--- src/rtl/vend_pkg.sv ---
// Shared vending definitions: FSM encoding, coin values and default prices
// used by the transaction controller and the other vending blocks.
package vend_pkg;

   typedef enum logic [1:0] {
      IDLE   = 2'd0,
      CREDIT = 2'd1,
      VEND   = 2'd2,
      CHANGE = 2'd3
   } vend_state_e;

   localparam int COIN_W           = 3;
   localparam int COIN_Q_VAL       = 1;
   localparam int COIN_D_VAL       = 4;
   localparam int PRICE_CHOC_Q_DEF = 3;
   localparam int PRICE_VAN_Q_DEF  = 2;
   localparam int MAX_CREDIT_Q_DEF = 7;
   localparam int CREDIT_W_DEF     = 3;
   localparam int TIMEOUT_CYC_DEF  = 1000;

   // A dollar wins over a simultaneous quarter; the quarter goes to the chute.
   function automatic logic [COIN_W-1:0] coin_value(input logic coin_q, input logic coin_d);
      logic [COIN_W-1:0] val;
      if (coin_d) begin
         val = COIN_W'(COIN_D_VAL);
      end else if (coin_q) begin
         val = COIN_W'(COIN_Q_VAL);
      end else begin
         val = {COIN_W{1'b0}};
      end
      return val;
   endfunction

endpackage

--- src/rtl/vend_txn_controller_if.sv ---
// Coin, selection and dispenser/hopper handshake bundle of the vending controller.
interface vend_txn_if #(parameter int CREDIT_W = 3);
   logic                coin_q;
   logic                coin_d;
   logic                sel;
   logic                cancel;
   logic                dispense_done;
   logic                hopper_done;
   logic                dispense_req;
   logic                hopper_req;
   logic                coin_reject;
   logic [CREDIT_W-1:0] credit;
   logic                busy;

   modport master (
      output coin_q, coin_d, sel, cancel, dispense_done, hopper_done,
      input  dispense_req, hopper_req, coin_reject, credit, busy
   );

   modport slave (
      input  coin_q, coin_d, sel, cancel, dispense_done, hopper_done,
      output dispense_req, hopper_req, coin_reject, credit, busy
   );
endinterface

--- src/rtl/vend_timeout_ctr.sv ---
// Idle-cycle counter: expire is high once the count reaches TIMEOUT_CYC-1;
// it holds there until cleared.
module vend_timeout_ctr #(
   parameter int TIMEOUT_CYC = 1000
) (
   input  logic clock,
   input  logic rst,
   input  logic clear,
   input  logic enable,
   output logic expire
);
   localparam int CNT_W = $clog2(TIMEOUT_CYC + 1);

   logic [CNT_W-1:0] cnt_r;
   logic             expire_s;

   assign expire_s = (cnt_r == CNT_W'(TIMEOUT_CYC - 1));
   assign expire   = expire_s;

   // Count enabled cycles, saturating at the expiry value.
   always_ff @(posedge clock or negedge rst) begin
      if (!rst) begin
         cnt_r <= {CNT_W{1'b0}};
      end else if (clear) begin
         cnt_r <= {CNT_W{1'b0}};
      end else if (enable && !expire_s) begin
         cnt_r <= cnt_r + {{(CNT_W-1){1'b0}}, 1'b1};
      end else begin
         cnt_r <= cnt_r;
      end
   end
endmodule

--- src/rtl/vend_txn_controller.sv ---
// Vending transaction sequencer: accumulates credit, runs the dispenser
// handshake and then pays change one quarter per hopper handshake.
module vend_txn_controller
   import vend_pkg::*;
#(
   parameter int PRICE_CHOC_Q = PRICE_CHOC_Q_DEF,
   parameter int PRICE_VAN_Q  = PRICE_VAN_Q_DEF,
   parameter int MAX_CREDIT_Q = MAX_CREDIT_Q_DEF,
   parameter int CREDIT_W     = CREDIT_W_DEF,
   parameter int TIMEOUT_CYC  = TIMEOUT_CYC_DEF
) (
   input  logic       clock,
   input  logic       rst,
   vend_txn_if.slave  bus
);
   localparam int SUM_W = CREDIT_W + 1;

   vend_state_e         state_r, state_nx;
   logic [CREDIT_W-1:0] credit_r, credit_nx;
   logic [CREDIT_W-1:0] change_r, change_nx;
   logic                hopper_req_r, hopper_req_nx;
   logic                coin_reject_r, coin_reject_nx;
   logic [CREDIT_W-1:0] coin_val_s;
   logic [CREDIT_W-1:0] price_s;
   logic [SUM_W-1:0]    credit_sum_s;
   logic                coin_any_s, coin_ok_s, hop_ack_s;
   logic                expire_s, tmr_clear_s, tmr_en_s;

   assign coin_any_s   = bus.coin_q | bus.coin_d;
   assign coin_val_s   = CREDIT_W'(coin_value(bus.coin_q, bus.coin_d));
   assign price_s      = bus.sel ? CREDIT_W'(PRICE_VAN_Q) : CREDIT_W'(PRICE_CHOC_Q);
   assign credit_sum_s = {1'b0, credit_r} + {1'b0, coin_val_s};

   assign tmr_en_s    = (state_r == CREDIT);
   assign tmr_clear_s = (state_r != CREDIT) | coin_ok_s;

   vend_timeout_ctr #(.TIMEOUT_CYC(TIMEOUT_CYC)) u_timeout (
      .clock  (clock),
      .rst    (rst),
      .clear  (tmr_clear_s),
      .enable (tmr_en_s),
      .expire (expire_s)
   );

   // Next-state, credit/change update and coin acceptance.
   always_comb begin
      state_nx  = state_r;
      credit_nx = credit_r;
      change_nx = change_r;
      coin_ok_s = 1'b0;
      hop_ack_s = 1'b0;
      case (state_r)
         IDLE: begin
            credit_nx = {CREDIT_W{1'b0}};
            if (coin_any_s) begin
               coin_ok_s = 1'b1;
               credit_nx = coin_val_s;
               state_nx  = CREDIT;
            end else begin
               state_nx = IDLE;
            end
         end
         CREDIT: begin
            // A coin arriving on the cycle we leave CREDIT is returned, not added.
            if (credit_r >= price_s) begin
               state_nx  = VEND;
               change_nx = credit_r - price_s;
            end else if (bus.cancel || expire_s) begin
               state_nx  = CHANGE;
               change_nx = credit_r;
            end else if (coin_any_s && (credit_sum_s <= SUM_W'(MAX_CREDIT_Q))) begin
               coin_ok_s = 1'b1;
               credit_nx = credit_sum_s[CREDIT_W-1:0];
            end else begin
               state_nx = CREDIT;
            end
         end
         VEND: begin
            if (bus.dispense_done) begin
               credit_nx = {CREDIT_W{1'b0}};
               state_nx  = (change_r != {CREDIT_W{1'b0}}) ? CHANGE : IDLE;
            end else begin
               state_nx = VEND;
            end
         end
         CHANGE: begin
            if (change_r == {CREDIT_W{1'b0}}) begin
               state_nx  = IDLE;
               credit_nx = {CREDIT_W{1'b0}};
            end else if (bus.hopper_done && hopper_req_r) begin
               hop_ack_s = 1'b1;
               change_nx = change_r - {{(CREDIT_W-1){1'b0}}, 1'b1};
            end else begin
               state_nx = CHANGE;
            end
         end
         default: begin
            state_nx  = IDLE;
            credit_nx = {CREDIT_W{1'b0}};
            change_nx = {CREDIT_W{1'b0}};
         end
      endcase

      coin_reject_nx = (bus.coin_q & bus.coin_d) | (coin_any_s & ~coin_ok_s);
      // Dropping the request for the ack cycle gives each quarter a fresh request.
      hopper_req_nx  = (state_nx == CHANGE) & (change_nx != {CREDIT_W{1'b0}}) & ~hop_ack_s;
   end

   // State, counters and registered outputs.
   always_ff @(posedge clock or negedge rst) begin
      if (!rst) begin
         state_r       <= IDLE;
         credit_r      <= {CREDIT_W{1'b0}};
         change_r      <= {CREDIT_W{1'b0}};
         hopper_req_r  <= 1'b0;
         coin_reject_r <= 1'b0;
      end else begin
         state_r       <= state_nx;
         credit_r      <= credit_nx;
         change_r      <= change_nx;
         hopper_req_r  <= hopper_req_nx;
         coin_reject_r <= coin_reject_nx;
      end
   end

   assign bus.dispense_req = (state_r == VEND);
   assign bus.busy         = (state_r == VEND) | (state_r == CHANGE);
   assign bus.hopper_req   = hopper_req_r;
   assign bus.coin_reject  = coin_reject_r;
   assign bus.credit       = credit_r;
endmodule
--- src/flat_wrapper.sv ---
// flat-port wrapper written by rule: the top's interface ports become plain ports
module vend_txn_controller_flat import vend_pkg::*;
#(
   parameter int PRICE_CHOC_Q = PRICE_CHOC_Q_DEF,
   parameter int PRICE_VAN_Q  = PRICE_VAN_Q_DEF,
   parameter int MAX_CREDIT_Q = MAX_CREDIT_Q_DEF,
   parameter int CREDIT_W     = CREDIT_W_DEF,
   parameter int TIMEOUT_CYC  = TIMEOUT_CYC_DEF
)
  (clock, rst, bus_coin_q, bus_coin_d, bus_sel, bus_cancel, bus_dispense_done, bus_hopper_done, bus_dispense_req, bus_hopper_req, bus_coin_reject, bus_credit, bus_busy);
  vend_txn_if #(.CREDIT_W(CREDIT_W)) bus_i ();
  input  logic clock;
  input  logic rst;
  input wire logic [$bits(bus_i.coin_q)-1:0] bus_coin_q;
  input wire logic [$bits(bus_i.coin_d)-1:0] bus_coin_d;
  input wire logic [$bits(bus_i.sel)-1:0] bus_sel;
  input wire logic [$bits(bus_i.cancel)-1:0] bus_cancel;
  input wire logic [$bits(bus_i.dispense_done)-1:0] bus_dispense_done;
  input wire logic [$bits(bus_i.hopper_done)-1:0] bus_hopper_done;
  output wire logic [$bits(bus_i.dispense_req)-1:0] bus_dispense_req;
  output wire logic [$bits(bus_i.hopper_req)-1:0] bus_hopper_req;
  output wire logic [$bits(bus_i.coin_reject)-1:0] bus_coin_reject;
  output wire logic [$bits(bus_i.credit)-1:0] bus_credit;
  output wire logic [$bits(bus_i.busy)-1:0] bus_busy;
  assign bus_i.coin_q = bus_coin_q;
  assign bus_i.coin_d = bus_coin_d;
  assign bus_i.sel = bus_sel;
  assign bus_i.cancel = bus_cancel;
  assign bus_i.dispense_done = bus_dispense_done;
  assign bus_i.hopper_done = bus_hopper_done;
  assign bus_dispense_req = bus_i.dispense_req;
  assign bus_hopper_req = bus_i.hopper_req;
  assign bus_coin_reject = bus_i.coin_reject;
  assign bus_credit = bus_i.credit;
  assign bus_busy = bus_i.busy;
  vend_txn_controller #(.PRICE_CHOC_Q(PRICE_CHOC_Q), .PRICE_VAN_Q(PRICE_VAN_Q), .MAX_CREDIT_Q(MAX_CREDIT_Q), .CREDIT_W(CREDIT_W), .TIMEOUT_CYC(TIMEOUT_CYC)) u_core (.clock(clock), .rst(rst), .bus(bus_i));
endmodule
--- config.mk ---
export PLATFORM = sky130hd
export DESIGN_NAME = vend_txn_controller_flat
export DESIGN_NICKNAME = d
export VERILOG_FILES = /design/src/rtl/vend_pkg.sv /design/src/rtl/vend_txn_controller_if.sv /design/src/rtl/vend_timeout_ctr.sv /design/src/rtl/vend_txn_controller.sv /design/src/flat_wrapper.sv
export SDC_FILE = /design/constraint.sdc
export NUM_CORES = 1
export LEC_CHECK = 0
export ABC_AREA = 1
export BUFFER_PORTS_ARGS = -buffer_cell sky130_fd_sc_hd__buf_2
export CORE_AREA = 2 2 58 60
export CTS_CLUSTER_DIAMETER = 200
export DETAILED_ROUTE_END_ITERATION = 12
export DIE_AREA = 0 0 60 62
export SLEW_MARGIN = 0
export SYNTH_ARGS = -nofsm -noshare
export SYNTH_HDL_FRONTEND = slang
export SYNTH_SLANG_ARGS = --single-unit
--- constraint.sdc ---
create_clock -name clock -period 4.7 [get_ports clock]
set_input_delay 0 -clock clock [delete_from_list [all_inputs] [get_ports clock]]
set_output_delay 0 -clock clock [all_outputs]
set_load 0.02 [all_outputs]
* Word level (Yosys, flattened, before mapping)
Index checks and enable logic that the tools add are counted.
Word-level totals: output and inout bits 7, word-level logic and storage cells 78, flip-flop bits (word level) 20, bits of input ports 8
Cells by class: muxes and demuxes 34, bitwise operators 10, reductions and logical operators 11, equal/unequal tests 11, add/subtract/negate cells 4, order comparisons 2
Operator list (count):
- $mux W3 | 11
- $mux W10 | 2
- $mux W2 | 7
- $pmux W3 S4 | 1
- $add A10 B1 Y10 const B | 1
- $eq A10 B10 Y1 const B | 1
- $mux W1 | 10
- $pmux W2 S4 | 1
- $eq A2 B2 Y1 const B | 3
- $ne A2 B1 Y1 const B | 3
- $ne A2 B2 Y1 const B | 3
- $pmux W3 S2 | 1
- $reduce_bool A3 Y1 | 2
- $reduce_and A5 Y1 | 1
- $add A3 B3 Y4 | 1
- $and A1 B1 Y1 | 4
- $le A4 B3 Y1 const B | 1
- $or A1 B1 Y1 | 4
- $ge A3 B3 Y1 | 1
- $logic_and A1 B1 Y1 | 3
- $logic_not A3 Y1 | 1
- $sub A3 B1 Y3 const B | 1
- $sub A3 B3 Y3 | 1
- $eq A2 B1 Y1 const B | 1
- other kinds (6) | 7

* Longest topological paths before layout
word-level depth 12, mapped depth 13, gate-level depth less buffers 13

* By module
Synthesis repeated with hierarchy kept, for this count alone.
Second synthesis, totals: cells, all modules 227, area total of the unflattened synthesis 1510.2 µm²
By module, submodules not included:
- vend_txn_controller | area each 830.8 µm², cells each 125, instances 1, seq. area each 250.2 µm²
- vend_timeout_ctr | area each 679.4 µm², cells each 102, instances 1, seq. area each 250.2 µm²

* Least setup slack after synthesis
Ideal clock, no wire load.
kind register to register, start register u_core.credit_r[0], in the netlist u_core.bus.credit[0], end register u_core.hopper_req_r, in the netlist u_core.bus.hopper_req, period minus slack after synthesis 1.826 ns, slack 2.874 ns, stages on the path, launching flop included 13, library setup time 0.122 ns, data required time 4.578 ns, data arrival time 1.704 ns, path buffers 0, cells stage by stage dfrtp_1 inv_1 ha_1 o21ai_0 nand2_1 inv_1 nor2_1 nor2_1 nand2_1 nand2_1 nand2_1 nor2_1 nor2_1
Between the ends: longest elaborated chain between the ends 10, elaborated cells between the ends (all ways) 16, classes of those cells 2 x add/sub; 2 x order compare; 1 x eq/ne; 7 x mux; 2 x bitwise; 2 x reduce/logical
RTL lines:
- start: declaration | line vend_txn_controller.sv:19 | logic [CREDIT_W-1:0] credit_r, credit_nx;
- start signal: assignment | line vend_txn_controller.sv:113 | credit_r <= {CREDIT_W{1'b0}};
- start signal: assignment | line vend_txn_controller.sv:119 | credit_r <= credit_nx;
- $add A3 B3 Y4 | line vend_txn_controller.sv:32 | assign credit_sum_s = {1'b0, credit_r} + {1'b0, coin_val_s};
- $le A4 B3 Y1 | line vend_txn_controller.sv:71 | end else if (coin_any_s && (credit_sum_s <= SUM_W'(MAX_CREDIT_Q))) begin
- $logic_and A1 B1 Y1 | line vend_txn_controller.sv:71
- $mux W2 | line vend_txn_controller.sv:71
- $mux W2 | line vend_txn_controller.sv:68 | end else if (bus.cancel || expire_s) begin
- $mux W2 | line vend_txn_controller.sv:65 | if (credit_r >= price_s) begin
- $pmux W2 S4 | line vend_txn_controller.sv:52 | case (state_r)
- $eq A2 B2 Y1 | line vend_txn_controller.sv:106 | hopper_req_nx = (state_nx == CHANGE) & (change_nx != {CREDIT_W{1'b0}}) & ~hop_ack_s;
- $and A1 B1 Y1 * (2 in series) | line vend_txn_controller.sv:106
- named net u_core.hopper_req_nx | line vend_txn_controller.sv:21 | logic hopper_req_r, hopper_req_nx;
- end signal: assignment | line vend_txn_controller.sv:121 | hopper_req_r <= hopper_req_nx;
- end: declaration | line vend_txn_controller.sv:21
The timed path passes the listed nets; every way through them passes the cells marked *. A chain may end at the register's enable or synchronous reset.

* Final worst setup path
start register u_core.credit_r[0], in the netlist u_core.bus.credit[0], end register u_core.coin_reject_r, in the netlist u_core.bus.coin_reject
Between the ends: longest elaborated chain between the ends 10, elaborated cells between the ends (all ways) 11, classes of those cells 1 x add/sub; 2 x order compare; 4 x mux; 3 x bitwise; 1 x reduce/logical
RTL lines:
- $add A3 B3 Y4 | line vend_txn_controller.sv:32
- $le A4 B3 Y1 | line vend_txn_controller.sv:71
- $logic_and A1 B1 Y1 | line vend_txn_controller.sv:71
- $mux W1 | line vend_txn_controller.sv:71
- $mux W1 | line vend_txn_controller.sv:68
- $mux W1 * | line vend_txn_controller.sv:65
- $pmux W1 S2 * | line vend_txn_controller.sv:52
- $not A1 Y1 * | line vend_txn_controller.sv:104 | coin_reject_nx = (bus.coin_q & bus.coin_d) | (coin_any_s & ~coin_ok_s);
- $and A1 B1 Y1 * | line vend_txn_controller.sv:104
- $or A1 B1 Y1 * | line vend_txn_controller.sv:104
- named net u_core.coin_reject_nx | line vend_txn_controller.sv:22 | logic coin_reject_r, coin_reject_nx;
- end signal: assignment | line vend_txn_controller.sv:122 | coin_reject_r <= coin_reject_nx;
- end: declaration | line vend_txn_controller.sv:22
Marked as above.

==> results.toml <==
[run_status]
status = "completed"

[synthesis]
ys.flop_type = "dfrtp_1"
yosysSeqAreaShare_pct = 37.99
syn-instance-count = 176
yosysTopAreaCellShare_pct = 37.99
syn_avg_cell_area_um2 = 7.486
syn_area_um2 = 1318
synthesis.nets = 192
synth_edf_count = 0
yosysWarnings = 0
async_flop_share_pct = 100.0
yosysTopAreaCell = "dfrtp_1"
ys_top_cells_by_area = "dfrtp_1 38%, nand2_1 13%, ha_1 7.6%"
yosysMostFrequentCell = "nand2_1"
synth_common_cells = "44 x nand2_1, 25 x inv_1, 25 x nor2_1, 20 x dfrtp_1, 20 x nand3_1"
ys_types = 24
ys_ff_latch = 20

[critical_path]
critPathKind = "flop to flop"
timing.rr.start = "u_core.bus.credit[0]"
worst-r2r-cell-count = 9
r2r_end = "u_core.bus.coin_reject"
max_stage_delay_ns = 0.55
crit_chain = "inv_1 -> ha_1 -> o21ai_0 -> nand2_1 -> inv_1 -> nand3_1 -> nand3_1 -> o21ai_0 -> dlygate4sd3_1"
cp.required_ns = 4.90
crit_family = "buffers and inverters"
critPathArrivalTime_ns = 2.42
startpoint_type = "flop"
critPathMaxFanout = 7
critPathSlowestCell = "dlygate4sd3_1"
critPathBufInv = 3
endpoint_kind = "flop"
r2r_slack_ns = 2.49

[drt]
drc = 0
vias_per_cell = 4.640
wl_per_cell_um = 10.64
vias = 1123
dr.pass1.iters = 4
first_iter_violations = 35
ant_nets = 0
drt-total-wl_mm = 2.575

[global_routing]
grt_usage_pct = 15.44
grt_pass1_wl_mm = 4.312
grt-ovfl-total = 0
antenna_found_initial = 0
grt_max_degree = 21
first_global_vias = 1067

[layout]
fin_nets = 213
area_growth_pct = 15.67
n_antenna_cell = 0
drive_gt1_share_pct = 15.82
fin_cells = 242

[min_path]
whs_path_depth = 4
min_to = "u_core.state_r[1]"
hold_class = "input pin to flop"
worstHoldStart = "bus_dispense_done"

[power_and_ir_drop]
pwr-share-comb_pct = 47.8
ir_drop_mv = 0.2688
leakagePower_nw = 0.7890
fin_total_pwr_uw = 747.2
clock_power_share_pct = 19.0
seqPwrFrac_pct = 33.2
p_sw_uw = 324.0
pwr_density_cell_nw_per_um2 = 490.3
p_int_uw = 423.2
p_sw_share_pct = 43.36

[sta]
period_share_pct = 47.10
hold_viol_final = 0
period_minus_slack_ns = 2.214
finClkSkew_ns = 0.004110
worstMarginPinSlew_ns = 0.4648
relSlewSlack_pct = 69.01
tns_ns = 0
drv_slew = 0
rsz0062_at_grt = "no"
fmax_mhz = 451.7
whs_ns = 0.04314
setup_violations = 0

[floorplanning]
coreArea_um2 = 3179
die_area_um2 = 3720
initial_core_util_pct = 41.44
die_w_um = 60
rows = 21
ios = 15
dieHeight_um = 62

[clock_tree]
ctsResizeCount = 0
cts-buffers-inserted = 3
cts-htree-levels = 1
tritoncts = "yes"
clockRootBuffer = "clkbuf_4"
cts_hold_buf = 3
clockBufferDepth = 2
clkLatencyLatePin_ns = 0.30
cts.sinks = 20
postCtsSetupRepairBufs = 0
path_clk_slew_ns = 0.12

[flow_run]
maxCapViolCount = 0

[place]
gp_congestion = 0.8489
place_inst = 235
placement.io_buffers = 14
hpwl_mm = 2.010
state kept, by name, indices dropped and copies added (netlist names):
| signal | flops |
|---|---|
| u_core.bus.coin_reject | 1 |
| u_core.bus.credit | 3 |
| u_core.bus.hopper_req | 1 |
| u_core.change_r | 3 |
| u_core.state_r | 2 |
| u_core.u_timeout.cnt_r | 10 |
worst min-delay path: stages:
cell	delay, ns
buf_2	0.08
nor2_1	0.05
nand2_1	0.07
nand3_1	0.10
final cells by class:
type | count | area (um^2)
Sequential cell | 20 | 500.5
Clock buffer | 3 | 22.52
Multi-Input combinational cell | 129 | 713.2
Fill cell | 300 | 1655
Tap cell | 46 | 57.56
Timing Repair Buffer | 17 | 100.1
Inverter | 26 | 100.1
Clock inverter | 1 | 30.03
worst max-delay path by stage:
stage,from,endpoint,slack [ns],cells past startpoint
2_1_floorplan,u_core.bus.credit[0],u_core.bus.hopper_req,2.87,12
3_3_place_gp,u_core.bus.credit[0],u_core.bus.hopper_req,2.91,12
3_5_place_dp,u_core.bus.credit[0],u_core.bus.hopper_req,2.88,12
4_1_cts,u_core.bus.credit[0],u_core.bus.coin_reject,2.49,9
5_1_grt,u_core.bus.credit[0],u_core.bus.coin_reject,2.27,9
6_report,u_core.bus.credit[0],u_core.bus.coin_reject,2.49,9
placed cells by master (no fill, tap or decap), types with 3 or more instances in the layout:
cell,count
dfrtp_1,20
nor2_1,25
ha_1,8
xnor2_1,4
xor2_1,3
nand2_1,44
nand3_1,20
o21ai_0,5
a21oi_2,3
clkbuf_4,3
inv_1,25
nor2_2,3
dlygate4sd3_1,3
buf_2,14
power groups by stage:
stage / sequential [mW] / combinational [mW] / clock [mW]
floorplan: 0.256 / 0.264 / 0
global placement: 0.252 / 0.352 / 0
detailed placement: 0.252 / 0.351 / 0
CTS: 0.248 / 0.360 / 0.145
global route: 0.255 / 0.408 / 0.158
finish: 0.248 / 0.357 / 0.142
metrics by stage:
step	utilization [%]	cell area, um^2	setup WS (ns)
after floorplan	-	1318	2.874
after global placement	45.34	1441	2.909
after detailed placement	45.34	1441	2.882
after CTS	47.93	1524	2.493
after global routing	47.93	1524	2.267
final	47.93	1524	2.486
cells by family after synthesis:
family | share of synthesized area [%]
simple gates | 31.81
buf+inv | 7.882
flops | 37.99
compound gates | 10.07
fa+ha+maj | 7.598
xor+xnor | 4.653
metal layers:
metal,vias to the layer above,wire length [um],GRT usage (%)
met5,-,0,0
met4,0,29,4.127
met3,4,74,4.348
met2,10,1352,28.57
met1,512,1120,17.44
li1,597,-,-
Note: power is estimated with default switching activity, not from simulation.
